<file path="config.mk">
export PLATFORM = sky130hd
export DESIGN_NAME = bcd_scan_ctrl
export DESIGN_NICKNAME = d
export VERILOG_FILES = /design/src/rtl/bcd_scan_ctrl.sv
export SDC_FILE = /design/constraint.sdc
export NUM_CORES = 1
export LEC_CHECK = 0
export CORE_MARGIN = 1
export CORE_UTILIZATION = 55
export CTS_BUF_LIST = sky130_fd_sc_hd__clkbuf_8
export CTS_CLUSTER_DIAMETER = 40
export CTS_CLUSTER_SIZE = 10
export DETAILED_ROUTE_END_ITERATION = 8
export DONT_BUFFER_PORTS = 1
export PLACE_DENSITY_LB_ADDON = 0.2
export RECOVER_POWER = 50
export SYNTH_ARGS = -nofsm -noshare
export SYNTH_HDL_FRONTEND = slang
export SYNTH_SLANG_ARGS = --single-unit
export TNS_END_PERCENT = 50
</file>
<file path="constraint.sdc">
create_clock -name clk -period 2.1 [get_ports clk]
set_input_delay 0.42 -clock clk [delete_from_list [all_inputs] [get_ports clk]]
set_output_delay 0.42 -clock clk [all_outputs]
set_load 0.03 [all_outputs]
</file>
<file path="src/rtl/bcd_scan_ctrl.sv">
// bcd_scan_ctrl: time-multiplexed driver for a four-digit BCD display.
// Each digit is shown for DWELL cycles as a one-hot digit select plus a one-hot
// decimal line. A single pending buffer lets the next value be queued during a frame.
// The queued value is swapped in on the 3->0 digit wrap, so a frame never shows
// a mix of old and new digits.
module bcd_scan_ctrl #(
    parameter int DWELL = 4
) (
    input  logic        clk,
    input  logic        rst_n,
    input  logic        load_valid,
    output logic        load_ready,
    input  logic [15:0] load_data,
    input  logic        scan_en,
    output logic [3:0]  dig_sel,
    output logic [9:0]  dec_out,
    output logic        code_err,
    output logic        frame_done
);

    localparam int                CNT_W    = (DWELL > 1) ? $clog2(DWELL) : 1;
    localparam logic [CNT_W-1:0]  CNT_LAST = CNT_W'(DWELL - 1);

    typedef enum logic {
        IDLE = 1'b0,
        SCAN = 1'b1
    } state_t;

    state_t             state;
    state_t             state_next;
    logic [15:0]        active;
    logic [15:0]        pending;
    logic               active_valid;
    logic               pending_full;
    logic [1:0]         digit_idx;
    logic [CNT_W-1:0]   dwell_cnt;
    logic               frame_flag;
    logic               accept;
    logic               scanning;
    logic               dwell_last;
    logic               frame_wrap;
    logic [3:0]         nibble;

    // Nibble to {code_err, dec_out}: one-hot for 0..9, error flag for 10..15.
    function automatic logic [10:0] decode_digit(input logic [3:0] nib);
        logic [10:0] res;
        res = '0;
        if (nib > 4'd9) begin
            res[10] = 1'b1;
        end else begin
            res[nib] = 1'b1;
        end
        return res;
    endfunction

    assign accept     = load_valid & ~pending_full;
    assign load_ready = ~pending_full;
    assign scanning   = (state == SCAN) && scan_en;
    assign dwell_last = (dwell_cnt == CNT_LAST);
    assign frame_wrap = scanning && dwell_last && (digit_idx == 2'd3);

    // Next state: start scanning only once there is data to show; any drop of scan_en aborts.
    always_comb begin
        state_next = state;
        case (state)
            IDLE:    if (scan_en && active_valid) state_next = SCAN;
            SCAN:    if (!scan_en) state_next = IDLE;
            default: state_next = IDLE;
        endcase
    end

    // State register.
    always_ff @(posedge clk or negedge rst_n) begin
        if (!rst_n) begin
            state <= IDLE;
        end else begin
            state <= state_next;
        end
    end

    // Display data: loads go straight to active when idle, otherwise into the pending buffer.
    always_ff @(posedge clk or negedge rst_n) begin
        if (!rst_n) begin
            active       <= '0;
            pending      <= '0;
            active_valid <= 1'b0;
            pending_full <= 1'b0;
        end else if (accept) begin
            if (state == IDLE) begin
                active       <= load_data;
                active_valid <= 1'b1;
            end else begin
                pending      <= load_data;
                pending_full <= 1'b1;
            end
        end else if (frame_wrap && pending_full) begin
            // accept and this swap are exclusive: accept needs pending_full low.
            active       <= pending;
            pending_full <= 1'b0;
        end
    end

    // Scan position: dwell counter and digit index run only while scanning, else park at 0.
    always_ff @(posedge clk or negedge rst_n) begin
        if (!rst_n) begin
            digit_idx  <= 2'd0;
            dwell_cnt  <= '0;
            frame_flag <= 1'b0;
        end else if (scanning) begin
            frame_flag <= frame_wrap;
            if (dwell_last) begin
                dwell_cnt <= '0;
                digit_idx <= digit_idx + 2'd1;
            end else begin
                dwell_cnt <= dwell_cnt + 1'b1;
            end
        end else begin
            digit_idx  <= 2'd0;
            dwell_cnt  <= '0;
            frame_flag <= 1'b0;
        end
    end

    // Outputs decoded from registered state only; all quiet when idle.
    always_comb begin
        nibble     = active[{digit_idx, 2'b00} +: 4];
        dig_sel    = 4'b0000;
        dec_out    = 10'b0;
        code_err   = 1'b0;
        frame_done = 1'b0;
        if (state == SCAN) begin
            dig_sel               = 4'b0001 << digit_idx;
            {code_err, dec_out}   = decode_digit(nibble);
            frame_done            = frame_flag;
        end
    end

endmodule

</file>
==> key figures <==
Synth
  – Top area cells in the synthesized netlist: dfrtp_1, mux2_2, mux2i_1
  – Seq/Total Area, Yosys: 0.4935
  – Post-synthesis cell type count: 27
  – Synth Net Count: 179
  – Leading area contributor after synthesis: dfrtp_1
  – Fraction of synthesized cell area taken by the top area cell type: 0.4935
  – Synthesized area: 2028 sq um
  – Synth Register Bits: 40
  – Avg Inst Size Synth: 13.17 sq um
  – Synth Warn #: 0
  – Mapped Cells: 154

Route
  – WL/cell: 18.28 um
  – Initial DRC Count: 48
  – Drt first pass iters: 4
  – ANT nets after route: 0
  – Routed wire length: 4.076 mm
  – Vias: 1285
  – DR DRC count: 0
  – Vias/cell: 5.762

Min path
  – Hold EP: state$_DFF_PN0_
  – Worst Hold Class: in2reg
  – Worst hold start: scan_en
  – Hold path depth: 1

Die
  – IO Pins: 37
  – Rows: 21
  – Die H: 62.73 um
  – Die X: 62.73 um
  – Die area: 3934 sq um
  – Core Box Area: 3442 sq um
  – Initial Utilization: 0.5892

Clocking
  – CTS sink cnt: 40
  – Clock-pin transition on the worst setup and hold timing paths: 70 ps
  – TritonCTS Buffers: 5
  – CTS tree: yes
  – Clk Latency, worst-skew pair: 290 ps
  – H-tree depth: 2
  – CTS max path bufs: 2
  – CTS Root Cell: clkbuf_8

Global route
  – Total grt overflow: 0
  – Number of global-route vias before repair: 1405
  – Pin count of the biggest net entering global routing: 41
  – Gr usage total: 0.2313
  – Global-route wire length before repair: 6.858 mm
  – Initial antenna violation count: 0

Flow run
  – Number of max-cap violations: 0

STA
  – Worst-Margin Slew: 981.6 ps
  – Final Max Slew Viols: 0
  – Slew margin rel.: 0.3456
  – Peak Freq: 0.4401 GHz
  – Final setup fails: 11
  – Clock Skews: 6.440 ps
  – Setup ws final: -172.2 ps
  – Final Hold Viols: 0
  – WHS: 242.6 ps
  – Fin crit share: 1.082
  – Min Tclk post-route: 2272 ps
  – RSZ-0062 raised after global routing: yes

Cells and area
  – Multi-input logic area: 1135 sq um
  – Antenna diodes: 0
  – Most frequent cells in the layout: mux2_2, dfrtp_1, buf_4
  – Post-route cell area: 2592 sq um
  – Fill cells: 217
  – Register Area: 1003 sq um
  – Commonest non-fill, non-tap cell in the layout: mux2_2
  – Filler-free cell count of the finished design: 223
  – Layout cells sized above 1: 0.5819
  – Area delta synth->final: 27.82%
  – Nets: 202
  – Final core utilization: 0.7532

Critical path
  – Delay-heaviest family, CP: multiplexers
  – Reg2reg path depth: 5
  – CP Max Fanout: 4
  – CP max stage cell: mux4_2
  – Flop-to-flop setup slack: 160 ps
  – FF-to-FF End: active[15]$_DFFE_PN0P_
  – Reg2reg start: state$_DFF_PN0_
  – Critical path capture point type: output port
  – CP bufs+invs: 1
  – Type of origin of the critical path: register
  – CP required: 1680 ps
  – Critical path cell sequence: mux4_2, or2_4, nor3_4, buf_12
  – Setup CP Type: reg2out
  – Largest stage delay, worst path: 540 ps
  – Worst endpoint data arrival time: 1850 ps

Placement
  – Pre-CTS setup slack: 14.20 ps
  – HPWL after detailed placement: 2.782 mm
  – GPL Wtd Cong: 0.8095
  – I/O Buffers: 0
  – Placed Area: 2265 sq um
  – Cell Count Post-Placement: 209

Run status
  – Failing checks: negative setup slack
  – Status: finished, violations left

Power and ir drop
  – Leak Pwr: 0.001219 uW
  – Pwr dens: 630.1 nW/um^2
  – Maximum vdd drop: 0.0005297 V
[report_power, final]
part / switching (uW) / internal, uW / leakage [uW]
registers: 12.3 / 785 / 0.000538
logic: 65.5 / 45.8 / 0.000617
clock network: 257 / 468 / 0.0000642
[worst register-to-register path: stages (launching register included)]
cell      delay (ps)
dfrtp_1          460
clkbuf_1         370
nand4_1          230
o22ai_2          240
buf_12           180
mux2_2           350
[cells in the mapped netlist]
cell      instances
and2_1            6
buf_2             5
buf_4             1
nand4_1           1
buf_6             1
nand2b_1          4
and3_1            1
o21bai_1          1
nor2_1            2
o21ai_0           1
xnor2_1           1
ha_1              5
mux4_2            2
a22oi_1           1
o211a_1           1
o22ai_2           1
inv_1             4
mux2_2           49
o22a_1            1
clkbuf_1          1
nor2b_1           2
or2_1             1
mux2i_1           7
dfrtp_1          40
nor3_1           11
nand2_1           3
o21a_1            1
[flip-flops by register name, summed over array words and instances (netlist names)]
name	flops
pending	16
digit_idx	2
dwell_cnt	2
active	16
active_valid	1
pending_full	1
state	1
frame_flag	1
[kinds of logic after synthesis]
group | count (synthesis) | synth area share
mux | 58 | 0.3288
fa+ha+maj | 5 | 0.03085
flops | 40 | 0.4935
compound gates | 7 | 0.02900
buf+inv | 12 | 0.03084
simple gates | 31 | 0.08267
xor+xnor | 1 | 0.004319
[per-stage QoR]
step                      TNS (ps)  total power [uW]
after floorplan              -1023             860.8
after global placement           0             876.3
after detailed placement         0             880.6
after CTS                    -1858              1642
after global routing         -2278              1686
final                        -1468              1634
[repair_timing]
action	4_1_cts	5_1_grt
resized for setup	22	11
hold buffers	2	0
endpoints found under the setup margin	11	11
buffers inserted	4	1
endpoints found under the hold margin	40	0
pin swaps	4	3
[layer usage]
layer,track usage,vias to the layer above,part of all wire
met5,0,-,0
li1,-,599,-
met3,0.06022,8,0.045
met2,0.3872,40,0.50
met1,0.2931,638,0.44
met4,0.07267,0,0.017
[final cells by class]
| class | instances | area share |
|---|---|---|
| Multi-Input combinational cell | 102 | 0.4377 |
| Clock inverter | 2 | 0.02317 |
| Clock buffer | 5 | 0.02654 |
| Inverter | 4 | 0.005791 |
| Tap cell | 46 | 0.02220 |
| Sequential cell | 40 | 0.3871 |
| Timing Repair Buffer | 24 | 0.09749 |
[worst max path at each step]
stage                            end                startpoint  depth (start not counted)  slack, ps
after floorplan           dec_out[4]  digit_idx[0]$_DFFE_PN0P_                          4       -240
after global placement    dec_out[1]  digit_idx[0]$_DFFE_PN0P_                          4         90
after detailed placement  dec_out[3]  digit_idx[0]$_DFFE_PN0P_                          4         10
after CTS                 dec_out[3]  digit_idx[0]$_DFFE_PN0P_                          4       -230
after global routing      dec_out[0]  digit_idx[0]$_DFFE_PN0P_                          4       -250
final                     dec_out[3]  digit_idx[0]$_DFFE_PN0P_                          4       -170
Note: power is estimated with default switching activity, not from simulation.
